<file path="config.mk">
export PLATFORM = sky130hd
export DESIGN_NAME = gl_prim_assembler
export DESIGN_NICKNAME = d
export VERILOG_FILES = /design/src/rtl/gl_pkg.sv /design/src/rtl/gl_tri_fifo.sv /design/src/rtl/gl_prim_assembler.sv
export SDC_FILE = /design/constraint.sdc
export NUM_CORES = 2
export LEC_CHECK = 0
export BUFFER_PORTS_ARGS = -buffer_cell sky130_fd_sc_hd__buf_4
export CORE_ASPECT_RATIO = 1.1
export CORE_MARGIN = 3
export CORE_UTILIZATION = 30
export CTS_CLUSTER_SIZE = 24
export DETAILED_ROUTE_END_ITERATION = 12
export SLEW_MARGIN = 20
export SYNTH_ARGS = -nofsm -noshare
export SYNTH_HDL_FRONTEND = slang
export SYNTH_SLANG_ARGS = --single-unit
</file>
<file path="constraint.sdc">
create_clock -name clk -period 54 [get_ports clk]
set_clock_uncertainty 0.15 [all_clocks]
set_input_delay 0 -clock clk [delete_from_list [all_inputs] [get_ports clk]]
set_output_delay 0 -clock clk [all_outputs]
set_load 0.05 [all_outputs]
</file>
<file path="src/rtl/gl_pkg.sv">
// rtl/gl_pkg.sv - shared vertex/triangle types and field slices for the geometry pipeline
//
// Contents:
//   VERTEX_TYPE_SIZE            vertex word width (x, y, z IEEE-754 single)
//   VTX_{X,Y,Z}_{MSB,LSB}       field slice positions within a vertex word
//   vertex_t, triangle_t        shared with the rasterizer
//   asm_state_t                 assembly state; encoding equals the held-vertex count
//   xy_match()                  bitwise x/y equality of two vertices
package gl_pkg;

    localparam int VERTEX_TYPE_SIZE = 96;

    localparam int VTX_X_MSB = 95;
    localparam int VTX_X_LSB = 64;
    localparam int VTX_Y_MSB = 63;
    localparam int VTX_Y_LSB = 32;
    localparam int VTX_Z_MSB = 31;
    localparam int VTX_Z_LSB = 0;

    typedef logic [VERTEX_TYPE_SIZE-1:0] vertex_t;

    // First-arrived vertex occupies the most significant slot.
    typedef struct packed {
        vertex_t v1;
        vertex_t v2;
        vertex_t v3;
    } triangle_t;

    typedef enum logic [1:0] {
        ASM_IDLE  = 2'd0,
        ASM_HAVE1 = 2'd1,
        ASM_HAVE2 = 2'd2
    } asm_state_t;

    // Bitwise compare so that +0.0 / -0.0 and NaN payloads count as distinct.
    function automatic logic xy_match(input vertex_t a, input vertex_t b);
        return (a[VTX_X_MSB:VTX_X_LSB] == b[VTX_X_MSB:VTX_X_LSB]) &&
               (a[VTX_Y_MSB:VTX_Y_LSB] == b[VTX_Y_MSB:VTX_Y_LSB]);
    endfunction

endpackage

</file>
<file path="src/rtl/gl_tri_fifo.sv">
// rtl/gl_tri_fifo.sv - DEPTH-entry triangle FIFO with combinational head read
//
// Ports:
//   clk, rst_n       clock, synchronous active-low reset (clears storage too)
//   push, push_data  write one entry; ignored while full
//   pop              advance the read pointer; ignored while empty
//   head_data        entry at the read pointer (stale slot when empty)
//   full, empty      occupancy flags from registered pointers
module gl_tri_fifo #(
    parameter int WIDTH = 288,
    parameter int DEPTH = 4
) (
    input  logic             clk,
    input  logic             rst_n,
    input  logic             push,
    input  logic [WIDTH-1:0] push_data,
    input  logic             pop,
    output logic [WIDTH-1:0] head_data,
    output logic             full,
    output logic             empty
);

    localparam int AW = $clog2(DEPTH);

    logic [WIDTH-1:0] mem [DEPTH];
    logic [AW:0]      wr_ptr;
    logic [AW:0]      rd_ptr;
    logic             do_push;
    logic             do_pop;

    // Extra pointer MSB distinguishes full from empty when the indices coincide.
    assign empty     = (wr_ptr == rd_ptr);
    assign full      = (wr_ptr[AW] != rd_ptr[AW]) && (wr_ptr[AW-1:0] == rd_ptr[AW-1:0]);
    assign do_push   = push && !full;
    assign do_pop    = pop && !empty;
    assign head_data = mem[rd_ptr[AW-1:0]];

    always_ff @(posedge clk) begin
        if (!rst_n) begin
            wr_ptr <= '0;
            rd_ptr <= '0;
            for (int i = 0; i < DEPTH; i++) begin
                mem[i] <= '0;
            end
        end else begin
            if (do_push) begin
                mem[wr_ptr[AW-1:0]] <= push_data;
                wr_ptr              <= wr_ptr + {{AW{1'b0}}, 1'b1};
            end
            if (do_pop) begin
                rd_ptr <= rd_ptr + {{AW{1'b0}}, 1'b1};
            end
        end
    end

endmodule

</file>
<file path="src/rtl/gl_prim_assembler.sv">
// rtl/gl_prim_assembler.sv - groups vertices into triangles, drops degenerates, queues the rest
//
// Ports:
//   clk, rst_n                  clock, synchronous active-low reset
//   vertex_valid, vertex_in     incoming vertex stream
//   vertex_ready                vertex accepted on vertex_valid && vertex_ready
//   flush                       abandon the partially assembled triangle
//   fifo_ready                  head triangle valid
//   fifo_in1..fifo_in3          head triangle vertices in arrival order
//   raster_done                 one-cycle pop of the head triangle
//   tri_count, drop_count       pushed / degenerate triangle counters (wrap)
module gl_prim_assembler #(
    parameter int VERTEX_TYPE_SIZE = gl_pkg::VERTEX_TYPE_SIZE,
    parameter int DEPTH            = 4
) (
    input  logic                        clk,
    input  logic                        rst_n,
    input  logic                        vertex_valid,
    input  logic [VERTEX_TYPE_SIZE-1:0] vertex_in,
    output logic                        vertex_ready,
    input  logic                        flush,
    output logic                        fifo_ready,
    output logic [VERTEX_TYPE_SIZE-1:0] fifo_in1,
    output logic [VERTEX_TYPE_SIZE-1:0] fifo_in2,
    output logic [VERTEX_TYPE_SIZE-1:0] fifo_in3,
    input  logic                        raster_done,
    output logic [15:0]                 tri_count,
    output logic [15:0]                 drop_count
);

    import gl_pkg::*;

    localparam int TRI_W = 3 * VERTEX_TYPE_SIZE;

    asm_state_t                  state;
    asm_state_t                  state_nxt;
    logic [VERTEX_TYPE_SIZE-1:0] v0;
    logic [VERTEX_TYPE_SIZE-1:0] v1;
    logic                        accept;
    logic                        degenerate;
    logic                        push;
    logic                        drop;
    logic                        fifo_full;
    logic                        fifo_empty;
    logic [TRI_W-1:0]            head;

    // Stall only when a third vertex would need a slot that does not exist;
    // derived from registered state so raster_done never reaches this output.
    assign vertex_ready = !((state == ASM_HAVE2) && fifo_full);
    assign accept       = vertex_valid && vertex_ready && !flush;
    assign degenerate   = xy_match(v0, v1) || xy_match(v0, vertex_in) || xy_match(v1, vertex_in);

    always_comb begin
        state_nxt = state;
        push      = 1'b0;
        drop      = 1'b0;
        if (flush) begin
            state_nxt = ASM_IDLE;
        end else if (accept) begin
            case (state)
                ASM_IDLE:  state_nxt = ASM_HAVE1;
                ASM_HAVE1: state_nxt = ASM_HAVE2;
                ASM_HAVE2: begin
                    state_nxt = ASM_IDLE;
                    if (degenerate) begin
                        drop = 1'b1;
                    end else begin
                        push = 1'b1;
                    end
                end
                default:   state_nxt = ASM_IDLE;
            endcase
        end
    end

    always_ff @(posedge clk) begin
        if (!rst_n) begin
            state <= ASM_IDLE;
        end else begin
            state <= state_nxt;
        end
    end

    always_ff @(posedge clk) begin
        if (!rst_n) begin
            v0         <= '0;
            v1         <= '0;
            tri_count  <= '0;
            drop_count <= '0;
        end else begin
            if (accept && (state == ASM_IDLE)) begin
                v0 <= vertex_in;
            end
            if (accept && (state == ASM_HAVE1)) begin
                v1 <= vertex_in;
            end
            if (push) begin
                tri_count <= tri_count + 16'd1;
            end
            if (drop) begin
                drop_count <= drop_count + 16'd1;
            end
        end
    end

    gl_tri_fifo #(
        .WIDTH (TRI_W),
        .DEPTH (DEPTH)
    ) u_tri_fifo (
        .clk       (clk),
        .rst_n     (rst_n),
        .push      (push),
        .push_data ({v0, v1, vertex_in}),
        .pop       (raster_done),
        .head_data (head),
        .full      (fifo_full),
        .empty     (fifo_empty)
    );

    assign fifo_ready = !fifo_empty;
    assign fifo_in1   = head[TRI_W-1 -: VERTEX_TYPE_SIZE];
    assign fifo_in2   = head[2*VERTEX_TYPE_SIZE-1 -: VERTEX_TYPE_SIZE];
    assign fifo_in3   = head[VERTEX_TYPE_SIZE-1 -: VERTEX_TYPE_SIZE];

endmodule

</file>
# Word level (Yosys, flattened, before mapping)
# Memories as Yosys holds them, arrays and structs flattened. A register that Yosys moved wholly into a read port is not among the register bits.
# Cells that the tools add are included.
[word_totals]
out_inout_bits = 322
register_bits = 232
latchBits = 0
memories = 1
input_bits = 101
elab_cells = 62
ram_bits = 1152
rom_bits = 0
[op_classes]
multipliers = 0
n_div = 0
n_shift = 0
bitwise_logic = 1
order_cmp = 0
addsub = 4
n_eq_ne = 11
reduce_logical = 20
n_mux = 18
[memory_table]
columns = ["name", "words", "word_bits", "read_ports", "rd_ports_with_merged_regs", "wr", "line_no", "source"]
rows = [
  ["u_tri_fifo.mem", 4, 288, 1, 1, 4, "gl_tri_fifo.sv:25", "logic [WIDTH-1:0] mem [DEPTH];"],
]
[op_table]
columns = ["operator", "count"]
rows = [
  ["288-bit 2-to-1 mux", 1],
  ["288-bit OR reduction", 1],
  ["32-bit == test", 6],
  ["16-bit by 1-bit adder with 16-bit output, second input constant", 2],
  ["1-bit 2-to-1 mux", 13],
  ["1-bit logical AND", 11],
  ["3-bit by 1-bit adder with 3-bit output, second input constant", 2],
  ["2-bit 2-to-1 mux", 3],
  ["1-bit logical NOT", 4],
  ["2-bit case mux with 2 select lines", 1],
  ["3-bit == test", 1],
  ["2-bit by 1-bit == test with 1-bit output, second input constant", 1],
  ["2-bit == test", 1],
  ["2-bit == test, second input constant", 1],
  ["2-bit logical NOT", 1],
  ["1-bit logical OR", 2],
  ["2-bit OR reduction", 1],
  ["1-bit != test", 1],
  ["1-bit NOT", 1],
]

# Depth between registers and ports, before layout
[depth]
depth_word = 14
ltp_mapped = 11
ltp_nobuf = 7

# Hierarchy
# From an unflattened synthesis, not the netlist that was laid out.
[unflattened]
hier_cells = 4494
hier_area_um2 = 58489.8
[modules_own_cells]
columns = ["module", "instances", "area_each_um2", "cells_each", "seq_area_each_um2"]
rows = [
  ["gl_tri_fifo", 1, 48114.9, 3182, 34753.3],
  ["gl_prim_assembler", 1, 10375.0, 1312, 4524.3],
]

# Least setup slack after synthesis
# OpenSTA, ideal clock, no wires.
[synth_timing]
path_type = "reg2reg"
start = "reg u_tri_fifo.wr_ptr[0]"
end = "mem u_tri_fifo.mem[3][0], enable pin"
setup_time_ps = 1336
arrival_ps = 22234
path_stages_with_launch = 11
period_less_slack_ps = 23719
t_required_ps = 52514
n_path_buf = 4
path_slack_ps = 30281
cell_sequence = "dfxtp_1 buf_4 xor2_1 or4_4 nand3b_4 nor2_2 or4b_4 buf_4 clkbuf_1 buf_2 o21ai_0"
[synth_lines]
columns = ["item", "line_no", "source"]
rows = [
  ["start: declaration", "gl_tri_fifo.sv:26", "logic [AW:0] wr_ptr;"],
  ["start signal: assignment", "gl_tri_fifo.sv:48", "wr_ptr <= wr_ptr + {{AW{1'b0}}, 1'b1};"],
  ["end: declaration", "gl_tri_fifo.sv:25", ""],
]

==> out/results.ini <==
[synthesis]
synth_edf_count = 1152
synth_nets = 4282
synth-seq-cells = 1386
seq_area_frac_synth = 0.654
ys_warn_count = 0
yosys_most_used_dff = edfxtp_1
synthCells = 4177
synth.most_common_cell = and2_1
yosysTopAreaCellShare = 0.576
synthTopCellsByCount = and2_1, edfxtp_1, nand2_1
syn-mean-instance-area_um2 = 14.4
synth_area_mm2 = 0.0600
synthDistinctLibCells = 39
synthTopCellsByArea = edfxtp_1, and2_1, mux4_2
yosys.area.top_type = edfxtp_1
async_flop_share = 0

[timing]
tns_ns = 0
finalSetupViolations = 0
hold_slack_ns = 0.0485
layout_min_cycle_time_ns = 6.20
hold_viol_final = 0
slew_viol_final = 0
worstMarginPinSlew_ns = 1.14
fin_crit_sh = 0.115
fmax_ghz = 0.161
relSlewSlack = 0.242
grt_setup_unrepaired = false

[setup_path]
cp_common_cell = buf_4
cpMaxStageDelayCell = buf_4
critPathTopFamily = simple AND/OR/NAND/NOR gates
critical-path-max-stage-delay_ns = 0.84
path_max_fanout = 58
crit_required_ns = 54.24
crit_buf_inv = 3
worstPathArrival_ns = 6.44
endpoint_kind = flip-flop
cp-start-kind = flip-flop
path_class = reg -> reg
cp_cell_sequence = xor2_1 -> or4_4 -> nand3b_4 -> dlygate4sd3_1 -> nor2_2 -> or4b_4 -> nor4_4 -> nand2b_4 -> buf_4 -> buf_4

[route]
ant_nets = 0
wl_mm = 194
wl_per_cell_um = 26.1
via_count = 36649
drtIter0Drc = 3604
drcViolationCount = 0
vias_per_cell = 4.92
firstDrtPassIters = 5

[floorplan]
dieArea_mm2 = 0.206
ios = 423
die_h_um = 475
core_mm2 = 0.198
die_w_um = 433
initial_core_util = 0.303
row_count = 171

[cts]
cts_buffers = 151
clock_latency_ns = 0.78
cts_tree = built
clk_pin_slew_ns = 0.06
cts_buffer_depth = 3
htree_levels = 4
cts.sinks = 1386
cts-root-buf = clkbuf_16

[cells_and_area]
area_growth_syn_to_layout_pct = 21.2
nNetsFinal = 4812
layout-drive-gt1-share = 0.205
final.fill_count = 18793

[global_route]
antenna_found_initial = 24
overflow = 0
grt_max_degree = 180
grt_pass1_vias = 36552
gr-usage-all-layers = 0.185
grt_pass1_wl_mm = 273

[power_and_ir_drop]
switching_share = 0.238
seqPwrFrac = 0.509
intPower_mw = 1.80
peakVddDrop_uv = 29.0
switchingPower_mw = 0.562
clkPwrFrac = 0.427
leakagePower_nw = 26.6
power_frac_comb = 0.065
powerDensity_mw_per_mm2 = 32.5

[place]
globalplace.congestion = 0.815
hpwl_mm = 115
portBuffers = 422

[flow_run]
cap_violations = 0

[hold_path]
hp-class = in -> reg

[status]
outcome = complete, no violations

[power by group through the flow]
stage	clock [mW]	combinational (mW)	sequential, mW
finish	1.01	0.153	1.20
detailed placement	0	0.137	1.23
global placement	0	0.138	1.22
CTS	1.03	0.155	1.20
floorplan	0	0.0775	1.24
global route	1.07	0.160	1.21
[timing repair]
action | 4_1_cts | 5_1_grt
hold buffers | 228 | 0
endpoints found under the hold margin | 640 | 0
resized for setup | 0 | 0
buffers inserted | 0 | 0
[logic make-up after synthesis]
family,count (synthesis),synth area share
compound gates,251,0.0216
xor+xnor,201,0.0293
simple gates,1708,0.162
buf+inv,335,0.0236
fa+ha+maj,4,0.000834
flops,1386,0.654
mux,292,0.109
[flip-flops by register name, indices dropped and copies added (netlist names), named ones only]
name,flops
state,2
v0,96
u_tri_fifo.wr_ptr,3
drop_count,16
tri_count,16
u_tri_fifo.mem,1152
u_tri_fifo.rd_ptr,3
v1,96
[stage by stage]
stage / power, mW / setup WS (ns) / area [um^2] / util / std cells
floorplan: 1.32 / 30.28 / 60000 / - / 4177
global placement: 1.36 / 48.33 / 65600 / 0.331 / 6918
detailed placement: 1.36 / 48.31 / 65600 / 0.331 / 6919
CTS: 2.38 / 47.72 / 72700 / 0.367 / 7431
global route: 2.43 / 47.48 / 72700 / 0.367 / 7435
finish: 2.36 / 47.80 / 72800 / 0.367 / 7447
[layout make-up]
cell class,instances,area [um^2],share of cell area
antenna,14,35.0,0.000481
timing repair buffer,706,5970,0.0820
sequential,1386,39300,0.540
tap,2595,3250,0.0446
inverter,6,30.0,0.000413
clock inverter,71,602,0.00827
clock buffer,213,4190,0.0575
multi-input combinational,2456,19400,0.267
[worst register-to-register path: stages (launching register included)]
cell,delay (ns)
dfxtp_1,0.54
xor2_1,0.26
or4_4,0.20
nand3b_4,0.08
dlygate4sd3_1,0.64
nor2_2,0.30
or4b_4,0.77
nor4_4,0.40
nand2b_4,0.62
buf_4,0.86
buf_4,0.89
[worst paths after layout]
kind / from / to / slack [ns] / cells after the start
setup / recovery: u_tri_fifo.wr_ptr[1] / u_tri_fifo.mem[0][44] / 47.80 / 10
hold / removal: raster_done / flip-flop / 0.05 / 5
setup reg to reg: u_tri_fifo.wr_ptr[1] / u_tri_fifo.mem[0][44] / 47.80 / 10
hold reg to reg: v0[20] / v0[20] / 0.33 / 2
[placed cells by master (no fill, tap or decap), types with 5 or more instances in the layout]
master         Yosys  final
and2_1          1154   1154
edfxtp_1        1152   1152
buf_4              6    469
nand2_1          406    406
mux4_2           288    288
dfxtp_1          234    232
dlygate4sd3_1      0    228
a21oi_1          219    219
xor2_1           200    200
clkbuf_16          0    154
nor4_1            52     52
clkbuf_1         162     48
clkinv_1           0     29
nand4_1           20     20
clkinv_2           0     19
or3_1             16     16
o21ai_0           16     15
diode_2            0     14
nor2_1            14     14
or4_1             12     12
clkbuf_8           0     11
o31ai_1           11     10
nand3_1            8      8
and3_1             6      6
buf_12             0      6
inv_1              5      5
bufinv_16          0      5
inv_6              0      5
[routing by layer]
layer	up-vias	global-route usage	routed length, um	part of all wire
met2	1447	0.302	93500	0.48
met5	-	0	81	0.00042
met1	18880	0.239	76800	0.39
met3	274	0.0495	17100	0.088
li1	16036	-	-	-
met4	12	0.0652	7020	0.036
(Power assumes the default switching activity.)
